**src/rtl/div_pkg.sv**
```systemverilog
// Shared definitions for the shift-subtract divider: default width,
// one-hot controller states and the iteration counter sizing.
package div_pkg;

    // Default divisor/remainder width; dividend and quotient are twice this.
    localparam int DIV_W = 4;

    // One-hot state vector width.
    localparam int ST_W = 3;

    typedef enum logic [ST_W-1:0] {
        S_IDLE = 3'b001,
        S_INIT = 3'b010,
        S_STEP = 3'b100
    } state_e;

    // Counter must hold 0 .. 2W-1 with a spare bit so it never wraps mid-operation.
    function automatic int cnt_width(input int w);
        return $clog2(2 * w) + 1;
    endfunction

endpackage

```
**src/rtl/div_datapath.sv**
```systemverilog
// Divider datapath: holds divisor, quotient/dividend shift register and
// partial remainder, and performs one restoring trial subtract per step.
module div_datapath
    import div_pkg::*;
#(
    parameter int W = DIV_W
) (
    input  logic           clk,
    input  logic           rst,
    input  logic           load_i,
    input  logic           step_i,
    input  logic           dz_i,
    input  logic [2*W-1:0] dividend_i,
    input  logic [W-1:0]   divisor_i,
    output logic [2*W-1:0] quotient_o,
    output logic [W-1:0]   remainder_o,
    output logic           div_by_zero_o
);

    logic [W-1:0]   d_q, d_d;
    logic [2*W-1:0] q_q, q_d;
    logic [W-1:0]   r_q, r_d;
    logic           dz_q, dz_d;

    // Partial remainder after the shift is W+1 bits wide, so the trial
    // compare cannot overflow. A stored remainder is always below the divisor,
    // so only W bits need to be kept between steps.
    logic [W:0]     r_shift;
    logic           fits;
    logic [W-1:0]   diff;

    // Trial subtract and next-state selection for all datapath registers.
    always_comb begin
        r_shift = {r_q, q_q[2*W-1]};
        fits    = (r_shift >= {1'b0, d_q});
        // When the subtract is taken the true difference is below the divisor,
        // so a W-bit modular subtract gives the exact result.
        diff    = r_shift[W-1:0] - d_q;

        d_d  = d_q;
        q_d  = q_q;
        r_d  = r_q;
        dz_d = dz_q;

        if (load_i) begin
            d_d  = divisor_i;
            dz_d = dz_i;
            r_d  = '0;
            if (dz_i) begin
                q_d = '1;
            end else begin
                q_d = dividend_i;
            end
        end else if (step_i) begin
            if (fits) begin
                r_d = diff;
                q_d = {q_q[2*W-2:0], 1'b1};
            end else begin
                r_d = r_shift[W-1:0];
                q_d = {q_q[2*W-2:0], 1'b0};
            end
        end
    end

    // Datapath registers, cleared asynchronously so an aborted result is discarded.
    always_ff @(posedge clk or posedge rst) begin
        if (rst) begin
            d_q  <= '0;
            q_q  <= '0;
            r_q  <= '0;
            dz_q <= 1'b0;
        end else begin
            d_q  <= d_d;
            q_q  <= q_d;
            r_q  <= r_d;
            dz_q <= dz_d;
        end
    end

    assign quotient_o    = q_q;
    assign remainder_o   = r_q;
    assign div_by_zero_o = dz_q;

endmodule

```
**src/rtl/div_shift_subtract.sv**
```systemverilog
// Sequential restoring divider: 2W-bit dividend by W-bit divisor, one
// quotient bit per clock, start/ready handshake shared with the multiplier.
module div_shift_subtract
    import div_pkg::*;
#(
    parameter int W = DIV_W
) (
    input  logic           clk,
    input  logic           rst,
    input  logic           start,
    input  logic [2*W-1:0] dividendBus,
    input  logic [W-1:0]   divisorBus,
    output logic           ready,
    output logic [2*W-1:0] quotientBus,
    output logic [W-1:0]   remainderBus,
    output logic           divByZero
);

    localparam int CNT_W = cnt_width(W);
    localparam logic [CNT_W-1:0] LAST_STEP = CNT_W'(2 * W - 1);

    state_e           state_q, state_d;
    logic [CNT_W-1:0] count_q, count_d;
    logic             load_en;
    logic             step_en;
    logic             div_zero;

    // Next-state, counter and datapath control decode.
    always_comb begin
        state_d  = state_q;
        count_d  = count_q;
        load_en  = 1'b0;
        step_en  = 1'b0;
        div_zero = (divisorBus == '0);

        unique case (state_q)
            S_IDLE: begin
                if (start) begin
                    state_d = S_INIT;
                end
            end
            S_INIT: begin
                load_en = 1'b1;
                count_d = '0;
                // A zero divisor finishes immediately with the saturated quotient.
                state_d = div_zero ? S_IDLE : S_STEP;
            end
            S_STEP: begin
                step_en = 1'b1;
                count_d = count_q + CNT_W'(1);
                if (count_q == LAST_STEP) begin
                    state_d = S_IDLE;
                end
            end
            default: begin
                // Recover from any illegal one-hot encoding.
                state_d = S_IDLE;
                count_d = '0;
            end
        endcase
    end

    // State and iteration counter registers.
    always_ff @(posedge clk or posedge rst) begin
        if (rst) begin
            state_q <= S_IDLE;
            count_q <= '0;
        end else begin
            state_q <= state_d;
            count_q <= count_d;
        end
    end

    assign ready = (state_q == S_IDLE);

    div_datapath #(
        .W(W)
    ) u_datapath (
        .clk          (clk),
        .rst          (rst),
        .load_i       (load_en),
        .step_i       (step_en),
        .dz_i         (div_zero),
        .dividend_i   (dividendBus),
        .divisor_i    (divisorBus),
        .quotient_o   (quotientBus),
        .remainder_o  (remainderBus),
        .div_by_zero_o(divByZero)
    );

endmodule
```
**config.mk**
```make
export PLATFORM = sky130hd
export DESIGN_NAME = div_shift_subtract
export DESIGN_NICKNAME = d
export VERILOG_FILES = /design/src/rtl/div_pkg.sv /design/src/rtl/div_datapath.sv /design/src/rtl/div_shift_subtract.sv
export SDC_FILE = /design/constraint.sdc
export NUM_CORES = 1
export LEC_CHECK = 0
export ABC_AREA = 1
export CAP_MARGIN = 10
export CORE_MARGIN = 4
export CORE_UTILIZATION = 40
export CTS_CLUSTER_DIAMETER = 50
export CTS_CLUSTER_SIZE = 24
export DETAILED_ROUTE_END_ITERATION = 12
export GPL_ROUTABILITY_DRIVEN = 0
export HOLD_SLACK_MARGIN = 0.05
export PLACE_DENSITY_LB_ADDON = 0.15
export SYNTH_ARGS = -nofsm -noshare
export SYNTH_HDL_FRONTEND = slang
export SYNTH_SLANG_ARGS = --single-unit
```
**constraint.sdc**
```tcl
create_clock -name clk -period 1.9 [get_ports clk]
set_input_delay 0.475 -clock clk [delete_from_list [all_inputs] [get_ports clk]]
set_output_delay 0.475 -clock clk [all_outputs]
set_load 0.05 [all_outputs]
```
* After elaboration in Yosys (flattened, before gate mapping) *
Index checks and enable logic that the tools add are counted.

storage, ports and cells
  register bits after elaboration = 24
  input bits = 15
  output and inout port bits = 14
  logic and storage cells = 32

cells by class
  $add $sub $neg = 2
  $lt $le $gt $ge = 1
  eq/ne operators = 6
  muxes and demuxes = 14
  reductions and logical operators = 3

operators with widths
  kind                 count
  $mux 8               3
  $mux 4               3
  $mux 3               3
  $pmux 3 s3           1
  $pmux 4 s2           1
  $ge 5x4->1           1
  $add 4x1->4 const B  1
  $eq 4x3->1 const B   1
  $logic_not 4->1      1
  $ne 2x2->1 const B   2
  $sub 4x4->4          1
  $eq 3x1->1 const B   1
  $eq 3x2->1 const B   1
  $eq 3x3->1 const B   1
  $mux 1               3
  $reduce_and 2->1     1
  $reduce_bool 2->1    1

* Longest topological paths before layout *
Gate-level depths: netlist of run 1.

  depth after elaboration = 4
  mapped depth = 10
  gate-level depth less buffers = 10

* By module *
Synthesis of run 1 repeated with hierarchy kept, for this count alone.

unflattened totals
  cells, all modules = 160
  area total of the unflattened synthesis = 1313.8 sq um

by module, submodules not included
  module              times used  cells an instance  area an instance (sq um)  seq. area each (sq um)
  div_datapath        1           114                933.4                     425.4
  div_shift_subtract  1           46                 380.4                     176.4

* Worst setup path before layout of run 1 *
OpenSTA, ideal clock, no wires.

  kind = reg-to-reg
  from = register u_datapath.q_q[7], in the netlist u_datapath.quotient_o[7]
  to = register u_datapath.r_q[2], in the netlist u_datapath.remainder_o[2]
  library setup time = 0.118 ns
  data arrival time = 1.628 ns
  required time = 1.782 ns
  slack = 0.154 ns
  stages on the path, launching flop included = 8
  buffers on the path = 0
  period minus slack after synthesis = 1.746 ns
  path through = dfrtp_1 inv_1 ha_1 fa_1 xor2_1 nand2_1 nand3_1 nand2_1

between the ends
  longest elaborated chain between the ends = 4
  elaborated cells between the ends (all ways) = 5
  classes of those cells = add/sub (1); order compare (1); mux (3)

ends and longest elaborated chain
  element                                    RTL line                                RTL
  start: declaration                         div_datapath.sv:21                      logic [2*W-1:0] q_q, q_d;
  start signal: assignment                   div_datapath.sv:74                      q_q <= q_d;
  $sub 4x4->4 or $ge 5x4->1 (tied branches)  div_datapath.sv:38, div_datapath.sv:35
  $mux 4 *                                   div_datapath.sv:55                      if (fits) begin
  $mux 4 *                                   div_datapath.sv:54                      end else if (step_i) begin
  $mux 4 *                                   div_datapath.sv:45                      if (load_i) begin
  end signal: assignment                     div_datapath.sv:75                      r_q <= r_d;
  end: declaration                           div_datapath.sv:22                      logic [W-1:0] r_q, r_d;

Every way passes the cells marked *; elsewhere a longest branch is shown, timed or not. The select of a mux whose other input is x is not followed.
A chain may end at the register's enable or synchronous reset.

* Worst setup path after layout of run 1 *
  from = register state_q[0]
  to = output ready

between the ends
  longest elaborated chain between the ends = 1

ends and longest elaborated chain
  element                   RTL line                  RTL
  start: declaration        div_shift_subtract.sv:22  state_e state_q, state_d;
  start signal: assignment  div_shift_subtract.sv:69  state_q <= state_d;
  $eq 3x1->1                div_shift_subtract.sv:74  assign ready = (state_q == S_IDLE);
  end: declaration          div_shift_subtract.sv:13  output logic ready,

No other way between the ends.

==> run_results.csv, run 1 <==
group,metric,value,unit
cts,cts_hold_buffers,0,
route,vias_per_cell,4.75,
timing,fin_crit,1750,ps
placed_design,dp_cells,224,
yosys,syn_inst,150,
timing,slew_viol_final,0,
timing,setup_viol,0,
power,ir_drop,937,uV
setup_path,critical_path.max_stage_delay,580,ps
setup_path,required,1420,ps
timing,report.final.hold_viol_count,0,
yosys,syn_area_per_cell,8.47,um^2
yosys,synth_warnings,0,
global_route,overflow,0,
timing,setup-tns-final,0,ps
timing,tightest_slew,322,ps
yosys,synth-seq-cells,24,
yosys,syn_area,0.00127,mm^2
global_route,grt_pass1_vias,1117,
yosys,yosysMostFrequentCell,"nand2_1",
yosys,ys_types,29,
setup_path,critPathKind,"flip-flop to primary output",
setup_path,worst-path-max-fanout,6,
global_route,grt_usage,15.2,%
route,vias,1082,
hold_path,hold_path.class,"input port to asynchronous set/reset pin",
final_layout,instances_no_fill,228,
cts,h-tree-depth,1,
floorplanning,fp-row-count,20,
yosys,synth_ff_type,"dfrtp_1",
cts,cts_tree,"yes",
power,pwr_density_cell,1800,mW/mm^2
setup_path,arrival,1270,ps
final_layout,syn2layout_area_growth,28.8,%
cts,ctsLongestPathBuffers,2,
route,drtPass1Iterations,4,
power,power,2.95,mW
yosys,synth_edf_count,0,
timing,rsz0062_at_grt,"no",
outcome,outcome,"completed",
final_layout,fin_nets,206,
yosys,synth.top_cell.area_share,45.3,%
yosys,synthTopCellsByArea,"dfrtp_1 (45%), nand2_1 (10%), inv_1 (5.6%)",
global_route,grt_max_degree,25,
timing,hold_slack,478,ps
route,drtIter0Drc,40,
floorplanning,die_y,64.4,um
setup_path,path_cells,"nand2_1, inv_2, buf_12",
floorplanning,initial_core_util,41.6,%
global_route,antenna_found_initial,0,
placed_design,place_hpwl,2.20,mm
cts,cts-buffers-inserted,3,
cts,cts-resized-gates,0,
setup_path,end_kind,"primary output",
yosys,yosys.area.top_type,"dfrtp_1",
cts,path_clk_slew,140,ps
setup_path,r2r_slack,270,ps
timing,fmax,0.573,GHz
floorplanning,io_pins,29,
route,finalWirelength,2.87,mm
timing,finClkSkew,4.24,ps
cts,cts_sinks,24,
timing,fin_crit_sh,91.9,%
yosys,synth_sequential_area_ratio,47.3,%
cts,clk_latency,320,ps
global_route,grt_pass1_wl,4.89,mm
floorplanning,dieArea,0.00414,mm^2
power,p_leak,0.843,nW
route,wl_per_cell,12.6,um
setup_path,cp.buffers_inverters,2,
route,detail-route-antenna-nets,0,
route,drc,0,
final_layout,drive_gt1_share,17.9,%
setup_path,path_delay_family,"flip-flops",
final_layout,n_antenna_cell,0,
setup_path,cp-start-kind,"flip-flop",
yosys,async_flop_share,100,%
floorplanning,core_area,0.00305,mm^2
timing,relSlewSlack,78.5,%
floorplanning,die-width,64.4,um
timing,timing.final.ws_setup,154,ps
yosys,synth_nets,171,
placed_design,port_buffers,28,
cts,cts_setup_buffers,0,
yosys,synth_common_cells,"nand2_1 (34), dfrtp_1 (23), inv_1 (19), nand3_1 (13), o21ai_1 (12)",
cts,clk_root_buffer_cell,"clkbuf_4",
run,cap_violations,0,
setup_path,critPathSlowestCell,"dfstp_2",
placed_design,dp_slack,99.4,ps
-- per-layer routing --
metal	wire [um]	up-vias	part of all wire (%)	GRT usage, %
met5	0	-	0	0
met4	50	0	1.7	5.54
met3	87	4	3.0	4.04
met2	1440	21	50	26.7
met1	1300	502	45	17.7
li1	-	555	-	-
-- stage by stage --
stage,utilization (%),instance area (um^2)
after global placement,52.5,1600
final,53.6,1640
after CTS,53.6,1640
after global routing,53.6,1640
after floorplan,-,1270
after detailed placement,52.5,1600
-- layout by cell type (no fill, tap or decap), types with 2 or more instances in the layout --
cell             Yosys  layout
nand2_1             34      34
ha_1                 5       5
nor2_1               7       7
buf_4                1      17
dfrtp_1             23      23
clkdlybuf4s50_1      0      14
a21oi_1              5       5
inv_2                4       4
xor2_1               2       2
nand3_1             13      13
clkbuf_4             0       3
o21ai_0              6       6
or2_1                2       2
o21ai_1             12      12
o22ai_1              2       2
inv_1               19      19
-- kinds of logic after synthesis --
kind of cell | share of synthesized area [%]
AO/OA/AOI/OAI | 12.6
XOR/XNOR | 1.38
adder cells (fa/ha/maj) | 6.50
buffers and inverters | 7.78
flip-flops | 47.3
AND/OR/NAND/NOR | 24.4
-- tightest hold or removal path: cells and delay by family --
family | cells | cell delay, ps
buffers and inverters | 3 | 740
-- registers in the layout (all words and copies together), names as in the netlist --
register / cells
count_q: 4
u_datapath.quotient_o: 8
state_q: 3
u_datapath.remainder_o: 4
u_datapath.div_by_zero_o: 1
u_datapath.d_q: 4
-- path summary, 6_finish.rpt --
path | start | cells after the start | endpoint
max | state_q[0] | 3 | ready
min | rst | 3 | u_datapath.d_q[3]
max reg2reg | u_datapath.remainder_o[1] | 8 | u_datapath.remainder_o[0]
min reg2reg | u_datapath.d_q[0] | 2 | u_datapath.d_q[0]
max in group asynchronous | rst | 3 | state_q[0]
min in group clk | u_datapath.d_q[0] | 2 | u_datapath.d_q[0]
-- report_power, final --
| group | switching [mW] | leakage (nW) | internal [mW] |
|---|---|---|---|
| sequential | 0.133 | 0.302 | 0.721 |
| clock | 0.161 | 0.0210 | 0.117 |
| combinational | 1.19 | 0.520 | 0.632 |
| total | 1.48 | 0.843 | 1.47 |
-- area by class of cell --
class                           instances  area, um^2
Clock buffer                            4        36.3
Fill cell                             319        1420
Inverter                               23        86.3
Multi-Input combinational cell        101         571
Sequential cell                        24         602
Tap cell                               44        55.1
Timing Repair Buffer                   32         288
(Power assumes the default switching activity.)
==> run 2, diff against run 1 <==
--- a/config.mk
+++ b/config.mk
@@ -13,7 +13,7 @@
 export CTS_CLUSTER_SIZE = 24
 export DETAILED_ROUTE_END_ITERATION = 12
 export GPL_ROUTABILITY_DRIVEN = 0
-export HOLD_SLACK_MARGIN = 0.05
+export HOLD_SLACK_MARGIN = 0.03
 export PLACE_DENSITY_LB_ADDON = 0.15
 export SYNTH_ARGS = -nofsm -noshare
 export SYNTH_HDL_FRONTEND = slang
==> results of run 2 <==
Same layout as run 1: the final DEF is identical, and so are final timing and power.
==> run 3, diff against run 2 <==
--- a/config.mk
+++ b/config.mk
@@ -15,6 +15,7 @@
 export GPL_ROUTABILITY_DRIVEN = 0
 export HOLD_SLACK_MARGIN = 0.03
 export PLACE_DENSITY_LB_ADDON = 0.15
+export SKIP_LAST_GASP = 1
 export SYNTH_ARGS = -nofsm -noshare
 export SYNTH_HDL_FRONTEND = slang
 export SYNTH_SLANG_ARGS = --single-unit
==> results of run 3 <==
Same layout as run 1: the final DEF is identical, and so are final timing and power.
